**src/rtl/pipeline_types_pkg.sv**
```systemverilog
// Shared pipeline types: load kinds and the write-back stage pipeline register layout.
package PipelineTypes;

  localparam int unsigned XLEN       = 32;
  localparam int unsigned REG_ADDR_W = 5;

  typedef enum logic [2:0] {
    LB  = 3'd0,
    LH  = 3'd1,
    LW  = 3'd2,
    LBU = 3'd3,
    LHU = 3'd4
  } LoadType;

  typedef struct packed {
    logic                  valid;
    logic                  wEnable;
    logic [REG_ADDR_W-1:0] rdAddr;
    logic [XLEN-1:0]       aluResult;
    logic                  isLoad;
    LoadType               loadType;
  } WriteBackStagePipeReg;

endpackage

```
**src/rtl/write_back_stage_load_aligner.sv**
```systemverilog
// Extracts and extends the addressed byte/halfword/word from a read word and
// flags accesses that are not naturally aligned for their size.
module load_aligner
  import PipelineTypes::*;
(
  input  logic [XLEN-1:0] rData,
  input  logic [1:0]      offset,
  input  LoadType         loadType,
  output logic [XLEN-1:0] alignedData,
  output logic            misalignedAccess
);

  logic [7:0]  byteSel;
  logic [15:0] halfSel;

  always_comb begin
    byteSel          = rData[7:0];
    halfSel          = offset[1] ? rData[31:16] : rData[15:0];
    alignedData      = rData;
    misalignedAccess = 1'b0;

    case (offset)
      2'd0:    byteSel = rData[7:0];
      2'd1:    byteSel = rData[15:8];
      2'd2:    byteSel = rData[23:16];
      default: byteSel = rData[31:24];
    endcase

    case (loadType)
      LB:  alignedData = {{24{byteSel[7]}}, byteSel};
      LBU: alignedData = {24'd0, byteSel};
      LH: begin
        alignedData      = {{16{halfSel[15]}}, halfSel};
        misalignedAccess = offset[0];
      end
      LHU: begin
        alignedData      = {16'd0, halfSel};
        misalignedAccess = offset[0];
      end
      LW: begin
        alignedData      = rData;
        misalignedAccess = (offset != 2'd0);
      end
      default: alignedData = rData;
    endcase
  end

endmodule

```
**src/rtl/write_back_stage.sv**
```systemverilog
// Write-back stage: pipeline register, stall-safe load-data hold, alignment,
// register-file write/forwarding and retired-instruction counting.
module write_back_stage
  import PipelineTypes::*;
#(
  parameter int unsigned INSTRET_W = 64
) (
  input  logic                  clk,
  input  logic                  rst,
  input  logic                  inValid,
  input  logic                  inWEnable,
  input  logic [4:0]            inRdAddr,
  input  logic [31:0]           inAluResult,
  input  logic                  inIsLoad,
  input  LoadType               inLoadType,
  input  logic [31:0]           memRData,
  input  logic                  stall,
  input  logic                  flush,
  output logic                  rfWEnable,
  output logic [4:0]            rfWAddr,
  output logic [31:0]           rfWData,
  output logic                  fwdValid,
  output logic [4:0]            fwdAddr,
  output logic [31:0]           fwdData,
  output logic                  misaligned,
  output logic                  retire,
  output logic [INSTRET_W-1:0]  instret
);

  WriteBackStagePipeReg pipeQ;
  logic [XLEN-1:0]      holdWord;
  logic                 heldFlag;
  logic [XLEN-1:0]      readWord;
  logic [XLEN-1:0]      alignedData;
  logic                 alignMis;
  logic                 canWrite;

  // Pipeline register; flush overrides both load and hold of the valid bit.
  always_ff @(posedge clk or negedge rst) begin
    if (!rst) begin
      pipeQ <= '0;
    end else begin
      if (!stall) begin
        pipeQ.valid     <= inValid;
        pipeQ.wEnable   <= inWEnable;
        pipeQ.rdAddr    <= inRdAddr;
        pipeQ.aluResult <= inAluResult;
        pipeQ.isLoad    <= inIsLoad;
        pipeQ.loadType  <= inLoadType;
      end
      if (flush) begin
        pipeQ.valid <= 1'b0;
      end
    end
  end

  // The memory word is only valid in the first occupancy cycle; keep a copy across stalls.
  always_ff @(posedge clk or negedge rst) begin
    if (!rst) begin
      holdWord <= '0;
      heldFlag <= 1'b0;
    end else if (!stall) begin
      heldFlag <= 1'b0;
    end else if (!heldFlag) begin
      holdWord <= memRData;
      heldFlag <= 1'b1;
    end
  end

  always_ff @(posedge clk or negedge rst) begin
    if (!rst) begin
      instret <= '0;
    end else if (retire) begin
      instret <= instret + INSTRET_W'(1);
    end
  end

  assign readWord = heldFlag ? holdWord : memRData;

  load_aligner uAligner (
    .rData            (readWord),
    .offset           (pipeQ.aluResult[1:0]),
    .loadType         (pipeQ.loadType),
    .alignedData      (alignedData),
    .misalignedAccess (alignMis)
  );

  always_comb begin
    misaligned = pipeQ.valid && pipeQ.isLoad && alignMis;
    canWrite   = pipeQ.valid && pipeQ.wEnable && (pipeQ.rdAddr != 5'd0) && !misaligned;
    rfWData    = pipeQ.isLoad ? alignedData : pipeQ.aluResult;
    rfWAddr    = pipeQ.rdAddr;
    rfWEnable  = canWrite && !stall;
    fwdValid   = canWrite;
    fwdAddr    = rfWAddr;
    fwdData    = rfWData;
    retire     = pipeQ.valid && !stall;
  end

endmodule

```
**config.mk**
```make
export PLATFORM = sky130hd
export DESIGN_NAME = write_back_stage
export DESIGN_NICKNAME = d
export VERILOG_FILES = /design/src/rtl/pipeline_types_pkg.sv /design/src/rtl/write_back_stage_load_aligner.sv /design/src/rtl/write_back_stage.sv
export SDC_FILE = /design/constraint.sdc
export NUM_CORES = 1
export LEC_CHECK = 0
export ABC_AREA = 1
export CAP_MARGIN = 20
export CORE_ASPECT_RATIO = 1.75
export CORE_MARGIN = 2
export CORE_UTILIZATION = 35
export DETAILED_ROUTE_END_ITERATION = 10
export GPL_TIMING_DRIVEN = 1
export PLACE_DENSITY = 0.58
export SETUP_SLACK_MARGIN = 0.4
export SKIP_CTS_REPAIR_TIMING = 1
export SLEW_MARGIN = 10
export SYNTH_ARGS = -nofsm -noshare
export SYNTH_HDL_FRONTEND = slang
export SYNTH_SLANG_ARGS = --single-unit
```
**constraint.sdc**
```tcl
create_clock -name clk -period 4.4 [get_ports clk]
set_clock_uncertainty 0.05 [all_clocks]
set_input_delay 0.88 -clock clk [delete_from_list [all_inputs] [get_ports clk]]
set_output_delay 0.88 -clock clk [all_outputs]
set_load 0.05 [all_outputs]
```
==> impl_metrics.toml <==
[worst_setup_path]
r2r-start = "pipeQ[42]"
crit_chain = "nor2_1 > nor4_1 > a21oi_1 > nor3_1 > clkdlybuf4s50_1"
worst_r2r_path_depth = 10
required_ns = 3.47
timing.rr.end = "instret[52]"
crit_arrival_ns = 2.93
crit_slowest_cell = "clkdlybuf4s50_1"
slowest_delay_ns = 0.83
rrSetupSlack_ns = 2.05
path_max_fanout = 11
crit_type = "flip-flop to output port"
crit_path_end_kind = "output port"
start_kind = "flip-flop"

[yosys]
yosysUniqueCellTypes = 39
synthesis.area_um2 = 8830
synth_ff_type = "dfrtp_1"
synthCells = 1303
ys_seq_area_frac = 0.397
synth-seq-cells = 140
synth_edf_count = 0
synth_compound_area_frac = 0.0799
synth_top_family_by_area = "simple AND/OR/NAND/NOR gates"
yosys.area_share.simple = 0.372
ys_warn_count = 0
synth_fa_ha_area_frac = 0.00142
synth_mux_area_frac = 0
synth_xor_area_frac = 0.0377
synthesis.nets = 1383
synth.avg_cell_area_um2 = 6.78
ys_async_sr_fraction = 1.00

[floorplan]
fp.dieH_um = 214
core_um2 = 24700
die_area_um2 = 26600
pin_count = 221
initial_core_util = 0.357
chipWidth_um = 124
rows = 76

[detailed_routing]
vias_per_cell = 4.97
drt-initial-drc-count = 511
firstDrtPassIters = 5
wirelength_um = 32000
vias = 8945
wire_per_inst_um = 17.8
drc = 0
ant_nets = 0

[sta]
finalCritPeriodShare = 0.877
setup_viol = 0
rsz0062_at_grt = "false"
final-max-slew-violation-count = 0
min_period_ns = 3.86
hold_viol = 0
fin_setup_tns_ns = 0
tightest_slew_ns = 0.925
maxSlewHeadroom = 0.383
fmax_mhz = 259

[placement]
port_buffers = 220
dp_cells = 1765
place_hpwl_um = 24100
gp_congestion = 0.908

[clock_tree]
clk_pin_slew_worst_paths_ns = 0.06
cts_root_buffer = "clkbuf_16"
htree_levels = 4
cts_tree = "built"
cts_made_buffers = 17
clockBufferDepth = 2
cts_num_sinks = 140
clock_latency_ns = 0.44

[global_routing]
grt_pass1_vias = 8999
grt_pass1_wl_um = 48800
grt.total_usage = 0.246
gr-total-overflow = 0
grt_start_max_net_pins = 93
antenna_found_initial = 3

[hold_path]
hold_end = "pipeQ[11]"
holdPathStages = 2
hp-class = "flip-flop to flip-flop"
hp-start = "pipeQ[11]"

[cells_and_area]
syn2layout_area_growth_pct = 30.9
fillers = 2608
stdcell_count = 1800
layout-drive-gt1-share = 0.0942
layout.nets = 1553
utilization = 0.468

[run]
cap_violations = 0

[power_and_ir_drop]
p_per_area_nw_per_um2 = 384
ir_drop_mv = 0.287
p_leak_nw = 5.60

[status]
outcome = "complete, no violations"
-- cell families (layout without fill, tap and decap cells) --
family	after synthesis	after routing
simple gates	782	782
buf+inv	209	392
flops	140	140
compound gates	133	133
xor+xnor	38	38
fa+ha+maj	1	1
other cells	0	2
-- layout by cell type (no fill, tap or decap), drive strengths merged, types with 22 or more instances in the layout --
cell type,n
nand2,546
clkdlybuf4s50,153
dfrtp,140
nor2,124
inv,119
o21ai,85
buf,75
nand3,68
a21oi,34
xor2,26
clkbuf,22
-- flip-flops by register name, summed over array words and instances, names as in the netlist --
register	flops
instret	64
pipeQ	38
holdWord	32
fwdAddr	5
heldFlag	1
-- worst max-delay path by stage --
stage	startpoint	endpoint	slack [ns]	depth (start not counted)
finish	pipeQ[5]	misaligned	0.54	5
detailed placement	memRData[20]	fwdData[4]	0.41	12
global placement	memRData[20]	fwdData[4]	0.42	12
floorplan	stall	rfWEnable	1.20	3
global route	heldFlag	fwdData[15]	0.45	11
CTS	pipeQ[3]	rfWData[5]	0.39	5
-- worst max-delay path, delay by kind of cell (launching register included) --
| family | cells | cell delay (ns) |
|---|---|---|
| AO/OA/AOI/OAI | 1 | 0.13 |
| buffers and inverters | 1 | 0.83 |
| flip-flops | 1 | 0.59 |
| AND/OR/NAND/NOR | 3 | 0.94 |
-- stage by stage --
stage	worst slack [ns]	instance area, um2	total power [mW]	hold WS, ns
2_1_floorplan	1.20	8830	2.45	0.387
3_3_place_gp	0.418	10900	2.88	0.402
3_5_place_dp	0.408	10900	2.89	0.407
4_1_cts	0.391	11500	4.49	0.422
5_1_grt	0.454	11600	4.65	0.434
6_report	0.543	11600	4.44	0.417
-- report_power, final --
part           switching [mW]  leakage (nW)  internal [mW]
Clock                   0.581         0.295          0.992
Sequential              0.102          1.79           1.39
Combinational           0.960          3.51          0.415
Total                    1.64          5.60           2.80
-- metal layers --
| metal | share of wire | vias to the layer above | track usage |
|---|---|---|---|
| met4 | 0.070 | 2 | 0.161 |
| met2 | 0.53 | 313 | 0.445 |
| met1 | 0.35 | 4155 | 0.243 |
| met5 | 0.00041 | - | 0 |
| li1 | - | 4382 | - |
| met3 | 0.055 | 93 | 0.0513 |
-- Yosys cell counts (2+ instances only) --
master / n / area [um2]
xnor2_1: 12 / 105
clkbuf_1: 30 / 113
nor3_1: 15 / 75.1
nand4_1: 18 / 113
nand2_1: 540 / 2030
a21oi_1: 34 / 170
nand3b_1: 5 / 37.5
nor2_2: 5 / 31.3
o211ai_1: 8 / 60.1
o21ai_0: 82 / 410
nor2_4: 8 / 90.1
nand3_1: 65 / 325
buf_1: 2 / 7.51
dfrtp_1: 140 / 3500
buf_4: 48 / 360
inv_1: 119 / 447
o21ai_1: 2 / 10.0
a31oi_1: 3 / 18.8
buf_6: 3 / 33.8
nand3_4: 2 / 35.0
nand2_2: 6 / 37.5
buf_2: 5 / 25.0
xor2_1: 26 / 228
nor2_1: 110 / 413
-- final cells by class --
| cell class | instances | area, um2 | share of cell area |
|---|---|---|---|
| Multi-Input combinational cell | 954 | 4340 | 0.375 |
| Timing Repair Buffer | 238 | 2220 | 0.192 |
| Tap cell | 312 | 390 | 0.0338 |
| Inverter | 121 | 459 | 0.0397 |
| Sequential cell | 140 | 3500 | 0.303 |
| Clock buffer | 22 | 474 | 0.0410 |
| Clock inverter | 10 | 163 | 0.0141 |
| Timing Repair inverter | 1 | 5.00 | 0.000433 |
| Antenna cell | 2 | 5.00 | 0.000433 |
(Power assumes the default switching activity.)
